`src/rtl/telemetry_tx.sv`:
```
// Snapshots attitude/duty inputs and sends them as one UART 8N1 frame: AA 55, 17 payload bytes, optional checksum (TELEM_CHECKSUM_EN).
// Latency: start bit of byte 0 begins the cycle after send_start is accepted; one bit lasts CLK_FREQ/BAUD clocks.
// Backpressure: none; send_start while busy is dropped and flagged on overrun in the same cycle.
module telemetry_tx #(
  parameter int CLK_FREQ = 50000000,
  parameter int BAUD     = 115200
) (
  input  logic        clk,
  input  logic        rst_n,
  input  logic        send_start,
  input  logic [23:0] cur_pitch,
  input  logic [23:0] cur_roll,
  input  logic [23:0] cur_yaw,
  input  logic [15:0] pwm_duty_1,
  input  logic [15:0] pwm_duty_2,
  input  logic [15:0] pwm_duty_3,
  input  logic [15:0] pwm_duty_4,
  output logic        TxD,
  output logic        busy,
  output logic        frame_done,
  output logic        overrun
);

  localparam int BAUD_DIV = CLK_FREQ / BAUD;
  localparam int CW       = (BAUD_DIV > 1) ? $clog2(BAUD_DIV) : 1;
`ifdef TELEM_CHECKSUM_EN
  localparam int NBYTES   = 20;
`else
  localparam int NBYTES   = 19;
`endif
  localparam logic [4:0] LAST_IDX = 5'(NBYTES - 1);

  typedef struct packed {
    logic [23:0] pitch;
    logic [23:0] roll;
    logic [23:0] yaw;
    logic [15:0] duty_1;
    logic [15:0] duty_2;
    logic [15:0] duty_3;
    logic [15:0] duty_4;
  } snap_t;

  typedef enum logic [1:0] {IDLE, START, DATA, STOP} state_t;

  state_t      state;
  logic [CW-1:0] baud_cnt;
  logic [2:0]  bit_cnt;
  logic [4:0]  byte_idx;
  logic [7:0]  shreg;
  snap_t       snap;
  logic [4:0]  next_idx;
  logic [7:0]  next_byte;
  logic        bit_end;
`ifdef TELEM_CHECKSUM_EN
  logic [7:0]  csum;
  logic        next_is_payload;
  assign next_is_payload = (next_idx >= 5'd2) && (next_idx <= 5'd18);
`endif

  assign bit_end  = (baud_cnt == CW'(BAUD_DIV - 1));
  assign next_idx = byte_idx + 5'd1;
  assign overrun  = send_start & busy;

  // Byte 0 (0xAA) is loaded directly on acceptance, so only bytes 1.. are muxed here.
  always_comb begin
    next_byte = 8'h00;
    case (next_idx)
      5'd1:    next_byte = 8'h55;
      5'd2:    next_byte = snap.pitch[23:16];
      5'd3:    next_byte = snap.pitch[15:8];
      5'd4:    next_byte = snap.pitch[7:0];
      5'd5:    next_byte = snap.roll[23:16];
      5'd6:    next_byte = snap.roll[15:8];
      5'd7:    next_byte = snap.roll[7:0];
      5'd8:    next_byte = snap.yaw[23:16];
      5'd9:    next_byte = snap.yaw[15:8];
      5'd10:   next_byte = snap.yaw[7:0];
      5'd11:   next_byte = snap.duty_1[15:8];
      5'd12:   next_byte = snap.duty_1[7:0];
      5'd13:   next_byte = snap.duty_2[15:8];
      5'd14:   next_byte = snap.duty_2[7:0];
      5'd15:   next_byte = snap.duty_3[15:8];
      5'd16:   next_byte = snap.duty_3[7:0];
      5'd17:   next_byte = snap.duty_4[15:8];
      5'd18:   next_byte = snap.duty_4[7:0];
`ifdef TELEM_CHECKSUM_EN
      5'd19:   next_byte = csum;
`endif
      default: next_byte = 8'h00;
    endcase
  end

  always_ff @(posedge clk or negedge rst_n) begin
    if (!rst_n) begin
      state      <= IDLE;
      baud_cnt   <= '0;
      bit_cnt    <= '0;
      byte_idx   <= '0;
      shreg      <= '0;
      snap       <= '0;
      TxD        <= 1'b1;
      busy       <= 1'b0;
      frame_done <= 1'b0;
`ifdef TELEM_CHECKSUM_EN
      csum       <= '0;
`endif
    end else begin
      frame_done <= 1'b0;
      case (state)
        IDLE: begin
          TxD      <= 1'b1;
          baud_cnt <= '0;
          if (send_start) begin
            snap     <= {cur_pitch, cur_roll, cur_yaw,
                         pwm_duty_1, pwm_duty_2, pwm_duty_3, pwm_duty_4};
            state    <= START;
            TxD      <= 1'b0;
            busy     <= 1'b1;
            byte_idx <= '0;
            bit_cnt  <= '0;
            shreg    <= 8'hAA;
`ifdef TELEM_CHECKSUM_EN
            csum     <= '0;
`endif
          end
        end
        START: begin
          if (bit_end) begin
            baud_cnt <= '0;
            state    <= DATA;
            bit_cnt  <= '0;
            TxD      <= shreg[0];
            shreg    <= {1'b0, shreg[7:1]};
          end else begin
            baud_cnt <= baud_cnt + CW'(1);
          end
        end
        DATA: begin
          if (bit_end) begin
            baud_cnt <= '0;
            if (bit_cnt == 3'd7) begin
              state <= STOP;
              TxD   <= 1'b1;
            end else begin
              bit_cnt <= bit_cnt + 3'd1;
              TxD     <= shreg[0];
              shreg   <= {1'b0, shreg[7:1]};
            end
          end else begin
            baud_cnt <= baud_cnt + CW'(1);
          end
        end
        STOP: begin
          if (bit_end) begin
            baud_cnt <= '0;
            if (byte_idx == LAST_IDX) begin
              state      <= IDLE;
              busy       <= 1'b0;
              frame_done <= 1'b1;
            end else begin
              // Straight into the next start bit: no idle gap inside a frame.
              state    <= START;
              TxD      <= 1'b0;
              byte_idx <= next_idx;
              shreg    <= next_byte;
`ifdef TELEM_CHECKSUM_EN
              if (next_is_payload) csum <= csum + next_byte;
`endif
            end
          end else begin
            baud_cnt <= baud_cnt + CW'(1);
          end
        end
        default: state <= IDLE;
      endcase
    end
  end

endmodule
```
`config.mk`:
```
export PLATFORM = sky130hd
export DESIGN_NAME = telemetry_tx
export DESIGN_NICKNAME = d
export VERILOG_FILES = /design/src/rtl/telemetry_tx.sv
export SDC_FILE = /design/constraint.sdc
export NUM_CORES = 1
export LEC_CHECK = 0
export BUFFER_PORTS_ARGS = -buffer_cell sky130_fd_sc_hd__buf_4
export CAP_MARGIN = 30
export CORE_ASPECT_RATIO = 0.9
export CORE_MARGIN = 8
export CORE_UTILIZATION = 35
export CTS_CLUSTER_SIZE = 10
export DETAILED_ROUTE_END_ITERATION = 10
export PLACE_DENSITY = 0.54
export SYNTH_ARGS = -nofsm -noshare
export SYNTH_HDL_FRONTEND = slang
export SYNTH_SLANG_ARGS = --single-unit
```
`constraint.sdc`:
```
create_clock -name clk -period 2.4 [get_ports clk]
set_input_delay 0.48 -clock clk [delete_from_list [all_inputs] [get_ports clk]]
set_output_delay 0.48 -clock clk [all_outputs]
set_load 0.02 [all_outputs]
```
## Word level (Yosys, flattened, before mapping)

Cells that the tools add are included.

| word-level totals | value |
|---|---|
| register bits after elaboration | 166 |
| bits in latches | 0 |
| RAM bits | 0 |
| memory bits (read-only) | 0 |
| bits of input ports | 139 |
| memories kept | 0 |

| cells by class | value |
|---|---|
| add/subtract/negate cells | 3 |
| $mul | 0 |
| divide/modulo/power cells | 0 |
| magnitude comparators | 0 |
| eq/ne operators | 32 |
| shifts and indexed selects | 0 |
| muxes and demuxes | 40 |
| bitwise logic cells | 1 |
| reduce and logical (&&, ||, !) cells | 11 |

Operators with widths:

| cell | number |
|---|---|
| one-hot mux 8 bit (18 select lines) | 1 |
| 2-to-1 mux 8 bit | 6 |
| equality test 5 x 4 -> 1 bit (second input constant) | 8 |
| one-hot mux 8 bit (4 select lines) | 1 |
| equality test 5 x 3 -> 1 bit (second input constant) | 4 |
| equality test 5 bit (second input constant) | 4 |
| one-hot mux 9 bit (2 select lines) | 1 |
| inequality test 2 bit (second input constant) | 8 |
| 2-to-1 mux 5 bit | 3 |
| 2-to-1 mux 1 bit | 13 |
| 2-to-1 mux 3 bit | 4 |
| AND reduction 4 bit | 3 |
| equality test 5 x 2 -> 1 bit (second input constant) | 2 |
| 2-to-1 mux 2 bit | 5 |
| one-hot mux 5 bit (2 select lines) | 1 |
| AND reduction 5 bit | 2 |
| adder 9 x 1 -> 9 bit (second input constant) | 1 |
| equality test 9 bit (second input constant) | 1 |
| 2-to-1 mux 9 bit | 1 |
| one-hot mux 3 bit (3 select lines) | 1 |
| one-hot mux 2 bit (4 select lines) | 1 |
| AND reduction 6 bit | 1 |
| adder 5 x 1 -> 5 bit (second input constant) | 1 |
| equality test 5 x 1 -> 1 bit (second input constant) | 1 |
| 12 further kinds | 13 |

## Longest topological paths before layout

Gate-level depths: netlist of the first run.

| depth | value |
|---|---|
| depth in word-level cells | 6 |
| depth in mapped cells | 11 |

## Least setup slack after synthesis of the first run

OpenSTA, ideal clock, no wires.

| path | value |
|---|---|
| path kind | reg2reg |
| from | reg byte_idx[0] |
| to | reg shreg[7] |
| library setup time | 126 ps |
| arrival | 2167 ps |
| data required time | 2274 ps |
| setup slack | 107 ps |
| stages on the path, launching flop included | 12 |
| path through | dfrtp_1 buf_2 inv_1 ha_1 clkbuf_1 a22oi_1 nand2_1 o21a_1 a2111oi_0 nand4_1 a211oi_1 o22ai_1 |

| on the way | value |
|---|---|
| cells in the longest elaborated chain, start to end | 6 |
| elaborated cells between the ends (all ways) | 26 |
| classes of those cells | add/sub: 1; eq/ne: 20; mux: 4; reduce/logical: 1 |

Ends and longest elaborated chain:

| element | line | text |
|---|---|---|
| from (decl) | 48 | `logic [4:0] byte_idx;` |
| from (signal assigned) | 164 | `byte_idx <= next_idx;` |
| adder 5 x 1 -> 5 bit | 61 | `assign next_idx = byte_idx + 5'd1;` |
| equality test 5 bit, or another cell as far along | 67 | `case (next_idx)` |
| one-hot mux 8 bit (18 select lines) | 67 |  |
| 2-to-1 mux 8 bit | 156 | `if (byte_idx == LAST_IDX) begin` |
| 2-to-1 mux 8 bit | 154 | `if (bit_end) begin` |
| one-hot mux 8 bit (4 select lines) | 109 | `case (state)` |
| to (signal assigned) | 133 | `shreg <= {1'b0, shreg[7:1]};` |
| to (signal assigned) | 147 | `shreg <= {1'b0, shreg[7:1]};` |
| to (signal assigned) | 165 | `shreg <= next_byte;` |
| to (decl) | 49 | `logic [7:0] shreg;` |

Parallel ways exist; a longest one is shown, timed or not. The select of a mux whose other input is x is not followed.
A chain may end at the register's enable or synchronous reset.

## Final worst setup path of the first run

Ends and elaborated chain as after synthesis.

==> impl_metrics.ini, run 1 <==
[clocking]
cts_made_buffers = 17
cts_max_level = 4
root_buffer = clkbuf_16
clk_latency_ns = 0.44
cts_tree = built
clkTransAtPathRegs_ns = 0.07
cts_hold_buf = 0
clockBufferDepth = 2
clock-sinks = 166

[worst_setup_path]
worstPathRequired_ns = 2.71
worstSetupStartpointType = register
path_class = register to register
cp_max_fo = 5
arrival_ns = 2.73
worst_setup_path_end_kind = register

[synthesis]
yosys_most_used_dff = dfrtp_1
synthesis.area_per_instance_um2 = 11.6
synth_edf_count = 0
ys_seq_area_share_pct = 49.5
ys_warn_count = 0
yosys-top-cells-area = dfrtp_1, mux2_2, nand2_1, ha_1, a22oi_1
synth.ff_latch_count = 166
yosysTopAreaCell = dfrtp_1
async_flop_share_pct = 100
yosys.area.top_type_share_pct = 49.2
synthesis.nets = 878
synth_area_mm2 = 0.00839
ys_types = 70
synthCells = 726

[global_route]
grt_max_degree = 60
grt_pass1_wl_um = 41800
grt_pass1_vias = 7211
overflow = 0
antenna_found_initial = 0
grt_use_total_pct = 18.7

[die]
dieArea_mm2 = 0.0292
rows = 53
core_mm2 = 0.0235
die_h_um = 163
initial_core_util_pct = 35.7
io-pin-count = 143
die_x_um = 179

[route]
wl_met2_um = 12400
detail-route-antenna-nets = 0
routed_wl_um = 27000
post_drt_wl_per_cell_um = 21.1
drtPass1Iterations = 5
post_drt_via_cell_ratio = 5.37
wl_met1_um = 12800
drt_drc_violations_left = 0
dr_wl_met3_um = 1380
drt_first_iter_violations = 597
top_layer = met4
num_vias = 6852

[power]
seqPwrFrac_pct = 48.6
pwr-share-comb_pct = 4.4
powerDensity_mw_per_mm2 = 496
p_leak_nw = 5.54
internal_power_mw = 4.34
ir_drop_mv = 0.407
clockPowerShare_pct = 47.0
switching_share_pct = 24.6
switchingPower_mw = 1.41

[layout]
final_nets = 1114
antenna_cells = 0
layout-area-overhead-vs-synth_pct = 38.4
fin_util_pct = 49.5
drive_gt1_share_pct = 51.5

[sta]
fin_crit_sh_pct = 101
drv_slew = 0
holdWs_ns = 0.0525
hold_viol_final = 0
fin_skew_ns = 0.0149
fmax_ghz = 0.414
finalSetupViolCount = 2
rsz0062_at_grt = yes
setup_ws_ns = -0.0130
final.min_clock_period_ns = 2.41
slew_headroom_pct = 57.9
tightest_slew_ns = 0.632

[status]
violations = negative setup slack
status = finished, violations left

[run]
cap_violations = 0

[worst_hold_path]
hp-class = input pin to async pin

[placed_design]
pre_cts_slack_ns = -0.345
io_buffers = 142
hpwlAfterDp_um = 20500
gp_congestion = 0.930
## power groups by stage
| stage | Sequential [mW] | Clock (mW) | Combinational (mW) |
|---|---|---|---|
| finish | 2.80 | 2.70 | 0.255 |
| global route | 2.79 | 2.91 | 0.281 |
| global placement | 2.85 | 0 | 0.266 |
| floorplan | 2.85 | 0 | 0.00298 |
| CTS | 2.79 | 2.77 | 0.264 |
| detailed placement | 2.85 | 0 | 0.263 |
## cell usage after synthesis, drive strengths merged (4+ instances only)
cell	instances
mux2i	8
ha	13
a21boi	6
buf	12
o21ai	29
nand3	22
a32o	9
a22oi	21
nor4b	4
nand4	10
a31oi	4
nor3	8
inv	12
mux2	143
a21oi	15
o211ai	7
and3	5
a211oi	4
a221oi	7
o22ai	10
nor2	35
a22o	17
nand2b	5
o32ai	4
clkbuf	34
and2	9
dfrtp	165
nand2	54
a222oi	7
xor2	6
a2111oi	4
xnor2	4
## critical path, stage by stage, from the launching register on
cell and delay [ns]:
dfrtp_1 0.37, buf_6 0.14, inv_2 0.06, ha_2 0.24, and2_1 0.22, o21a_1 0.23
a2111oi_4 0.35, nand4_1 0.16, a211oi_2 0.31, buf_4 0.16, o22ai_1 0.06
## cells by family (layout without fill, tap and decap cells)
kind of cell	count (synthesis)	after routing	share of synthesized area [%]
AND/OR/NAND/NOR	172	172	10.5
flip-flops	166	166	49.5
AO/OA/AOI/OAI	156	156	13.9
multiplexers	151	151	20.2
buffers and inverters	58	307	2.86
adder cells (fa/ha/maj)	13	13	1.94
XOR/XNOR	10	10	1.04
## per-stage QoR
step / total power [mW] / instance area (µm²) / TNS, ns / instances
6_report: 5.76 / 11600 / -0.0158 / 1277
5_1_grt: 5.98 / 11600 / -0.168 / 1277
4_1_cts: 5.82 / 11300 / -0.0827 / 1270
3_5_place_dp: 3.11 / 10500 / -1.07 / 1232
3_3_place_gp: 3.12 / 10500 / -0.758 / 1232
2_1_floorplan: 2.85 / 8390 / 0 / 726
## path summary, 6_finish.rpt
kind / from / cells after the start / slack (ns) / end
max in group asynchronous: rst_n / 2 / 1.62 / TxD$_DFFE_PN1P_
min reg2reg: snap[63]$_DFFE_PN0P_ / 1 / 0.50 / snap[63]$_DFFE_PN0P_
max: byte_idx[0]$_DFFE_PN0P_ / 10 / -0.01 / shreg[7]$_DFFE_PN0P_
min in group clk: cur_yaw[10] / 2 / 0.26 / snap[74]$_DFFE_PN0P_
max reg2reg: byte_idx[0]$_DFFE_PN0P_ / 10 / -0.01 / shreg[7]$_DFFE_PN0P_
min: rst_n / 1 / 0.05 / snap[88]$_DFFE_PN0P_
## layer usage
layer,up-vias,global-route usage (%)
li1,3198,-
met1,3426,26.2
met2,197,28.9
met3,31,4.29
met4,0,4.58
met5,-,0
## repair_timing
item / 4_1_cts / 5_1_grt
pin swaps: 9 / 26
hold endpoints to repair: 0 / 0
buffers inserted: 6 / 7
gates resized for setup: 35 / 45
endpoints found under the setup margin: 8 / 9
## final cells by class
type                       count  area, µm²
fill                        2176      11900
multi-input combinational    502       4340
sequential                   166       4160
timing repair buffer         263       2100
clock buffer                  18        429
tap                          302        378
clock inverter                14        161
inverter                      12       45.0
## sequential cells by signal, summed over array words and instances (netlist names)
name,count
TxD,1
byte_idx,5
frame_done,1
busy,1
bit_cnt,3
shreg,8
baud_cnt,9
state,2
snap,136
## layout by cell type, fill, tap and decap left out, drive strengths merged, types with 8 or more instances in the layout
cell type	netlist	routed
a21oi	15	15
a22o	17	17
a22oi	21	21
a32o	9	9
and2	9	9
buf	12	263
clkbuf	34	18
clkinv	0	9
dfrtp	165	165
ha	13	13
inv	12	16
mux2	143	143
mux2i	8	8
nand2	54	54
nand3	22	22
nand4	10	10
nor2	35	35
nor3	8	8
o21ai	29	29
o22ai	10	10
Note: power is estimated with default switching activity, not from simulation.
==> run 2: changes to the inputs <==
CORE_MARGIN = 5   (was 8)
==> impl_metrics.ini, run 2 (synthesis gave the netlist of run 1 again) <==
[status]
status = finished, violations left
violations = negative setup slack

[route]
post_drt_via_cell_ratio = 5.38
routed_wl_um = 26100
drt_drc_violations_left = 0
post_drt_wl_per_cell_um = 20.4
drtPass1Iterations = 5
detail-route-antenna-nets = 0
num_vias = 6899
drt_first_iter_violations = 501

[placed_design]
gp_congestion = 0.883
pre_cts_slack_ns = -0.177
hpwlAfterDp_um = 19900
place_area_mm2 = 0.0106
io_buffers = 142

[sta]
holdWs_ns = 0.0207
fin_skew_ns = 0.0126
tns_ns = -0.0781
setup_ws_ns = -0.0781
finalSetupViolCount = 1
hold_viol_final = 0
slew_headroom_pct = 64.3
rsz0062_at_grt = yes
final.min_clock_period_ns = 2.48
tightest_slew_ns = 0.535
fin_crit_sh_pct = 103
drv_slew = 0
fmax_ghz = 0.404

[worst_setup_path]
crit_family = simple AND/OR/NAND/NOR gates
crit_buf_inv = 1
crit_path_top_delay_cell = or4b_4
path_class = register to register
worst_setup_path_end_kind = register
cp_max_fo = 4
max_stage_delay_ns = 0.55
worstPathRequired_ns = 2.70
crit_path_cell_trace = or4b_4 -> nor3_4 -> o2111ai_4 -> buf_6 -> a2111oi_4 -> nand4_1 -> a2111oi_2 -> a211oi_2
worstSetupStartpointType = register
arrival_ns = 2.77

[global_route]
overflow = 0
grt_pass1_wl_um = 40900
grt_use_total_pct = 19.2
grt_max_degree = 53
grt_pass1_vias = 7184
antenna_found_initial = 0

[clocking]
root_buffer = clkbuf_16
clk_latency_ns = 0.43
clkTransAtPathRegs_ns = 0.07
clockBufferDepth = 2
cts_max_level = 4
clock-sinks = 166
cts_hold_buf = 0
cts_made_buffers = 17
cts_tree = built

[layout]
top_regs = snap x136, baud_cnt x9, shreg x8
layout_common_cells = buf_4, dfrtp_1, mux2_2, nand2_1, nor2_1
final_common_cell = buf_4
drive_gt1_share_pct = 50.7
layout-area-overhead-vs-synth_pct = 38.3
final_area_mm2 = 0.0116
antenna_cells = 0
final_nets = 1121
fill_cells = 2180
regMostFlops = snap
largest_reg_flops = 136

[die]
initial_core_util_pct = 35.7
rows = 53
io-pin-count = 143
die_x_um = 173
dieArea_mm2 = 0.0272
core_mm2 = 0.0235
die_h_um = 157

[power]
seqPwrFrac_pct = 48.5
pwr-share-comb_pct = 4.4
clockPowerShare_pct = 47.1
powerDensity_mw_per_mm2 = 497
p_leak_nw = 5.57
ir_drop_mv = 0.424
switchingPower_mw = 1.43
internal_power_mw = 4.34
switching_share_pct = 24.7

[run]
cap_violations = 0

[worst_hold_path]
hp-class = input pin to async pin
run 2: cell types whose count changed in the layout (fill, tap and decap cells not counted), sizes merged:
| cell | change |
|---|---|
| clkbuf | -1 |
| clkinv | +1 |
| clkinvlp | -1 |
| buf | +7 |
run 2: final cells by class:
class,instances,area [µm²],area share [%]
Tap cell,302,378,3.26
Inverter,12,45.0,0.388
Clock inverter,14,163,1.40
Multi-Input combinational cell,502,4270,36.8
Timing Repair Buffer,270,2170,18.7
Sequential cell,166,4160,35.8
Clock buffer,17,425,3.67
run 2: path summary, 6_finish.rpt:
path	startpoint	to	slack, ns	depth (start not counted)
max in group asynchronous	rst_n	shreg[6]$_DFFE_PN0P_	1.72	2
setup / recovery	baud_cnt[2]$_DFF_PN0_	shreg[5]$_DFFE_PN0P_	-0.08	8
min in group clk	cur_yaw[9]	snap[73]$_DFFE_PN0P_	0.27	2
setup reg to reg	baud_cnt[2]$_DFF_PN0_	shreg[5]$_DFFE_PN0P_	-0.08	8
hold reg to reg	bit_cnt[1]$_DFFE_PN0P_	bit_cnt[1]$_DFFE_PN0P_	0.50	2
hold / removal	rst_n	snap[72]$_DFFE_PN0P_	0.02	1
run 2: metrics by stage:
step | power, mW | std cells | util [%]
6_report | 5.77 | 1283 | 49.4
5_1_grt | 5.96 | 1283 | 49.4
4_1_cts | 5.84 | 1270 | 48.1
3_5_place_dp | 3.11 | 1239 | 45.3
3_3_place_gp | 3.11 | 1239 | 45.3
2_1_floorplan | 2.85 | 726 | -
run 2: what timing repair did:
item                                   CTS  global route
setup endpoints to repair                8             9
gates resized for setup                 17            46
pin swaps                                1            25
setup buffers                            0            13
endpoints found under the hold margin    0             0
run 2: worst register-to-register path, delay by kind of cell, from the launching register on:
family | cells | cell delay [ns]
simple gates | 3 | 0.90
compound gates | 4 | 0.90
flops | 1 | 0.38
buf+inv | 1 | 0.17
run 2: routing by layer:
layer | GRT usage [%] | wire length (µm) | vias up
met1 | 27.5 | 12400 | 3440
met4 | 5.32 | 427 | 0
li1 | - | - | 3212
met3 | 4.47 | 1430 | 28
met2 | 29.5 | 11900 | 219
met5 | 0 | 0 | -
run 2: power by group through the flow:
stage | Combinational (mW) | Clock, mW | Sequential (mW)
floorplan | 0.00298 | 0 | 2.85
global placement | 0.264 | 0 | 2.85
detailed placement | 0.263 | 0 | 2.85
CTS | 0.263 | 2.78 | 2.79
global route | 0.283 | 2.89 | 2.79
finish | 0.254 | 2.72 | 2.79
